--- config.mk ---
export PLATFORM = sky130hd
export DESIGN_NAME = seg_frame_arbiter
export DESIGN_NICKNAME = d
export VERILOG_FILES = /design/src/rtl/seg_frame_arbiter.sv
export SDC_FILE = /design/constraint.sdc
export NUM_CORES = 1
export LEC_CHECK = 0
export CORE_AREA = 2 2 404 406
export CTS_BUF_LIST = sky130_fd_sc_hd__clkbuf_4
export DETAILED_ROUTE_END_ITERATION = 8
export DIE_AREA = 0 0 406 408
export HOLD_SLACK_MARGIN = 0.1
export RECOVER_POWER = 25
export SLEW_MARGIN = 25
export SYNTH_ARGS = -nofsm -noshare
export SYNTH_HDL_FRONTEND = slang
export SYNTH_SLANG_ARGS = --single-unit
--- constraint.sdc ---
create_clock -name clk -period 5.25 [get_ports clk]
set_input_delay 0.525 -clock clk [delete_from_list [all_inputs] [get_ports clk]]
set_output_delay 0.525 -clock clk [all_outputs]
set_load 0.03 [all_outputs]
--- src/rtl/seg_frame_arbiter.sv ---
// seg_frame_arbiter: shares the 256-bit LCD segment output between two frame
// sources. An internal prescaler produces a refresh tick. Arbitration, grant
// changes and the frame latch all happen only on tick cycles. Ownership is
// round-robin after a minimum hold time.
// Optional feature macro: SEG_BLINK_EN (blinks the masked segments with a
// phase bit that toggles every BLINK_TICKS ticks).
module seg_frame_arbiter #(
  parameter int TICK_DIV    = 400,
  parameter int HOLD_TICKS  = 8,
  parameter int BLINK_TICKS = 4
) (
  input  logic         clk,
  input  logic         rst_n,
  input  logic [1:0]   req,
  input  logic [255:0] frame0,
  input  logic [255:0] frame1,
  input  logic [255:0] blink_mask,
  output logic [1:0]   grant,
  output logic         busy,
  output logic         tick,
  output logic [255:0] out_seg
);

  localparam int               DIV_W    = $clog2(TICK_DIV);
  localparam logic [DIV_W-1:0] DIV_LOAD = DIV_W'(TICK_DIV - 1);
  localparam logic [7:0]       HOLD_MAX = 8'(HOLD_TICKS - 1);

  // The state encoding doubles as the one-hot grant vector.
  typedef enum logic [1:0] {
    IDLE = 2'b00,
    OWN0 = 2'b01,
    OWN1 = 2'b10
  } state_t;

  logic [DIV_W-1:0] div_cnt_reg;
  state_t           state_reg;
  state_t           state_next;
  logic [7:0]       hold_cnt_reg;
  logic [7:0]       hold_cnt_next;
  logic [255:0]     sel_frame;
  logic [255:0]     load_frame;

  // Refresh prescaler: counts down and reloads; tick is its zero state.
  always_ff @(posedge clk or negedge rst_n) begin
    if (!rst_n) begin
      div_cnt_reg <= DIV_LOAD;
    end else if (div_cnt_reg == '0) begin
      div_cnt_reg <= DIV_LOAD;
    end else begin
      div_cnt_reg <= div_cnt_reg - 1'b1;
    end
  end

  assign tick = (div_cnt_reg == '0);

  // State and hold counter advance only on refresh ticks.
  always_ff @(posedge clk or negedge rst_n) begin
    if (!rst_n) begin
      state_reg    <= IDLE;
      hold_cnt_reg <= '0;
    end else if (tick) begin
      state_reg    <= state_next;
      hold_cnt_reg <= hold_cnt_next;
    end
  end

  // Next-owner decision from this cycle's requests and the hold count.
  always_comb begin
    state_next    = state_reg;
    hold_cnt_next = hold_cnt_reg;
    case (state_reg)
      IDLE: begin
        hold_cnt_next = '0;
        if (req[0]) begin
          state_next = OWN0;
        end else if (req[1]) begin
          state_next = OWN1;
        end
      end
      OWN0: begin
        if (!req[0]) begin
          state_next    = req[1] ? OWN1 : IDLE;
          hold_cnt_next = '0;
        end else if (req[1] && (hold_cnt_reg >= HOLD_MAX)) begin
          state_next    = OWN1;
          hold_cnt_next = '0;
        end else if (hold_cnt_reg < HOLD_MAX) begin
          hold_cnt_next = hold_cnt_reg + 1'b1;
        end
      end
      OWN1: begin
        if (!req[1]) begin
          state_next    = req[0] ? OWN0 : IDLE;
          hold_cnt_next = '0;
        end else if (req[0] && (hold_cnt_reg >= HOLD_MAX)) begin
          state_next    = OWN0;
          hold_cnt_next = '0;
        end else if (hold_cnt_reg < HOLD_MAX) begin
          hold_cnt_next = hold_cnt_reg + 1'b1;
        end
      end
      default: begin
        state_next    = IDLE;
        hold_cnt_next = '0;
      end
    endcase
  end

  // Outputs: grant mirrors the registered state; the frame to latch follows the next owner.
  always_comb begin
    grant = state_reg;
    busy  = |state_reg;
    case (state_next)
      OWN0:    sel_frame = frame0;
      OWN1:    sel_frame = frame1;
      default: sel_frame = '0;
    endcase
  end

`ifdef SEG_BLINK_EN
  localparam int                 BLINK_W    = (BLINK_TICKS > 1) ? $clog2(BLINK_TICKS) : 1;
  localparam logic [BLINK_W-1:0] BLINK_LAST = BLINK_W'(BLINK_TICKS - 1);

  logic [BLINK_W-1:0] blink_cnt_reg;
  logic               blink_phase_reg;

  // Free-running blink phase, stepped once per tick.
  always_ff @(posedge clk or negedge rst_n) begin
    if (!rst_n) begin
      blink_cnt_reg   <= '0;
      blink_phase_reg <= 1'b0;
    end else if (tick) begin
      if (blink_cnt_reg == BLINK_LAST) begin
        blink_cnt_reg   <= '0;
        blink_phase_reg <= ~blink_phase_reg;
      end else begin
        blink_cnt_reg <= blink_cnt_reg + 1'b1;
      end
    end
  end

  // Masked segments are blanked while the phase bit is high.
  always_comb begin
    load_frame = sel_frame & ~(blink_mask & {256{blink_phase_reg}});
  end
`else
  logic blink_mask_unused;
  assign blink_mask_unused = ^blink_mask;

  // Without blinking the selected frame goes out unchanged.
  always_comb begin
    load_frame = sel_frame;
  end
`endif

  // Segment latch: frames are sampled only on tick cycles.
  always_ff @(posedge clk or negedge rst_n) begin
    if (!rst_n) begin
      out_seg <= '0;
    end else if (tick) begin
      out_seg <= load_frame;
    end
  end

endmodule

==> flow_summary_export.csv <==
group,metric,value,unit
run_status,status,"finished, violations left",
run_status,failed_checks,"max-capacitance violations, max-slew violations",
grt,grt_pass1_vias,14160,
final_layout,mostFrequentLayoutCell,"clkdlybuf4s50_1",
yosys,syn_inst,1276,
power_and_ir_drop,power.density,267.2,mW/mm²
drt,vias,14400,
final_layout,final_nets,2873,
min_path,whs_endpoint,"out_seg[100]",
floorplanning,core_area,0.1617,mm²
yosys,synth_edf_count,0,
place,portBuffers,775,
yosys,avgSynthCellArea,11.17,µm²
setup_path,start_kind,"flip-flop",
sta,fin_ws,0.8638,ns
sta,post-route-period-util,83.55,%
sta,setup_viol,0,
setup_path,worst-path-max-fanout,67,
grt,grt_antenna_before_repair,34,
drt,routed_wl,93540,µm
final_layout,drive_gt1_share,19.33,%
clock_network,clkTransAtPathRegs,0.06,ns
drt,via_per_inst,3.324,
setup_path,critPathSlowestCell,"ha_4",
setup_path,path_cells,"ha_1 > a211o_1 > o21ai_0 > o221ai_1 > o21bai_1 > ha_4 > buf_12 > buf_4 > a22oi_1 > dlygate4sd3_1 > o31ai_2",
grt,grt_usage,10.91,%
setup_path,slowest_delay,0.82,ns
drt,firstDrtPassIters,5,
sta,hold_viol,0,
clock_network,cts_tree,"yes",
floorplanning,io_pins,1032,
clock_network,clock-sinks,275,
final_layout,area_growth,82.27,%
setup_path,crit_path_end_kind,"flip-flop",
grt,overflow,0,
final_layout,largest_reg_flops,256,
clock_network,cts_buffer_depth,3,
sta,whs,0.3151,ns
sta,maxSlewViolCount,278,
power_and_ir_drop,vdd_drop_max,0.0001165,V
final_layout,layout_common_cells,"clkdlybuf4s50_1 (774), dfrtp_1 (269), nand2_1 (262)",
yosys,synth.cell_area,0.01425,mm²
yosys,yosys_register_bits,275,
floorplanning,initial_utilization,8.817,%
sta,skew,0.1057,ns
sta,worst_pin_slew,3.016,ns
final_layout,fill_cells,18170,
clock_network,ctsResizeCount,0,
final_layout,post-route-util,16.07,%
yosys,synth_nets,2056,
job,cap_violations,3,
sta,finalCriticalPeriod,4.386,ns
floorplanning,die_area,0.1656,mm²
clock_network,clockRootBuffer,"clkbuf_4",
sta,max_freq,228.0,MHz
place,gp_congestion,0.8582,
floorplanning,rows,148,
place,place_ws,1.160,ns
yosys,seq_area_frac_synth,48.33,%
drt,drtIter0Drc,877,
yosys,ys_types,40,
min_path,hold_path.class,"in2reg",
clock_network,postCtsSetupBuffers,0,
yosys,async_flop_share,100.0,%
grt,grt_pass1_wl,121700,µm
grt,grt_max_degree,158,
drt,drc,0,
setup_path,reg2reg_depth,11,
setup_path,crit_type,"reg2reg",
min_path,worstHoldStart,"frame0[100]",
setup_path,regToRegEndpoint,"out_seg[140]",
power_and_ir_drop,p_leak,9.537,nW
clock_network,clk_latency,0.96,ns
min_path,hold_depth,3,
clock_network,htree_levels,3,
floorplanning,die_w,406,µm
sta,tns,0,ns
setup_path,crit_required,6.07,ns
yosys,ys.flop_type,"dfrtp_1",
drt,drtAntennaViolNets,0,
yosys,yosysWarnings,0,
setup_path,crit_arrival,5.21,ns
clock_network,hold_buffers,59,
setup_path,crit_buf_inv,3,
power_and_ir_drop,finalPower,6.942,mW
clock_network,cts_made_buffers,86,
sta,maxSlewHeadroom,-101.1,%
place,dp_hpwl,77660,µm
place,postPlaceCellArea,0.02443,mm²
setup_path,r2r-start,"hold_cnt_reg[0]",
sta,rsz0062_at_grt,"no",
setup_path,cp_top_family,"compound AO/OA/AOI/OAI gates",
final_layout,stdcell_area,0.02598,mm²
final_layout,fin_cells,4332,
place,dp_cells,4121,
floorplanning,die-height,408,µm
setup_path,rrSetupSlack,0.86,ns
drt,avgRoutedWirePerCell,21.59,µm
[area by class of cell]
cell class                 count  area (µm²)  share of cell area [%]
antenna                       15       37.54                  0.1445
clock inverter                21       101.3                  0.3901
multi-input combinational    848        6581                   25.33
tap                         2175        2721                   10.47
clock buffer                 116       870.8                   3.352
timing repair buffer         872        8741                   33.64
inverter                      10       37.54                  0.1445
sequential                   275        6889                   26.52
[power by group]
part / switching [mW] / internal (mW)
Combinational: 1.50 / 0.971
Clock: 1.06 / 1.01
Sequential: 0.107 / 2.30
[tightest hold or removal path, delay by kind of cell]
family | cells | cell delay (ns)
buffers and inverters | 1 | 0.40
AO/OA/AOI/OAI | 2 | 0.30
[worst max-delay path by stage]
stage / start / end / cells after the start
2_1_floorplan: grant[1] / out_seg[175] / 10
3_3_place_gp: req[0] / out_seg[219] / 9
3_5_place_dp: req[0] / out_seg[131] / 10
4_1_cts: div_cnt_reg[0] / tick / 6
5_1_grt: div_cnt_reg[0] / tick / 6
6_report: hold_cnt_reg[0] / out_seg[140] / 11
[Yosys cell counts (3+ instances only)]
master | n | area [µm²]
a21oi_1 | 7 | 35.03
a22oi_1 | 257 | 1929
a31oi_1 | 4 | 25.02
buf_2 | 28 | 140.1
buf_6 | 27 | 304.0
clkbuf_1 | 88 | 330.3
dfrtp_1 | 269 | 6731
dfstp_2 | 6 | 157.7
ha_1 | 8 | 100.1
inv_1 | 9 | 33.78
nand2_1 | 262 | 983.4
nand3_1 | 3 | 15.01
nor2_1 | 10 | 37.54
nor2b_1 | 6 | 37.54
o21ai_0 | 4 | 20.02
o31ai_1 | 19 | 142.6
o31ai_2 | 240 | 3003
[metal layers]
| layer | track usage (%) | part of all wire, % |
|---|---|---|
| met5 | 0 | 0.30 |
| met4 | 3.775 | 2.7 |
| met3 | 4.304 | 9.7 |
| met1 | 13.67 | 43 |
| met2 | 16.86 | 44 |
[logic make-up after synthesis]
family | after synthesis | share of synthesized area (%)
muxes | 1 | 0.07023
AOI/OAI and AO/OA | 542 | 36.82
xor gates and xnor gates | 3 | 0.1844
adders and majority gates | 8 | 0.7023
buffers and inverters | 153 | 5.697
and+or+nand+nor | 294 | 8.190
DFF | 275 | 48.33
No activity file was read; power rests on OpenSTA's default activity.
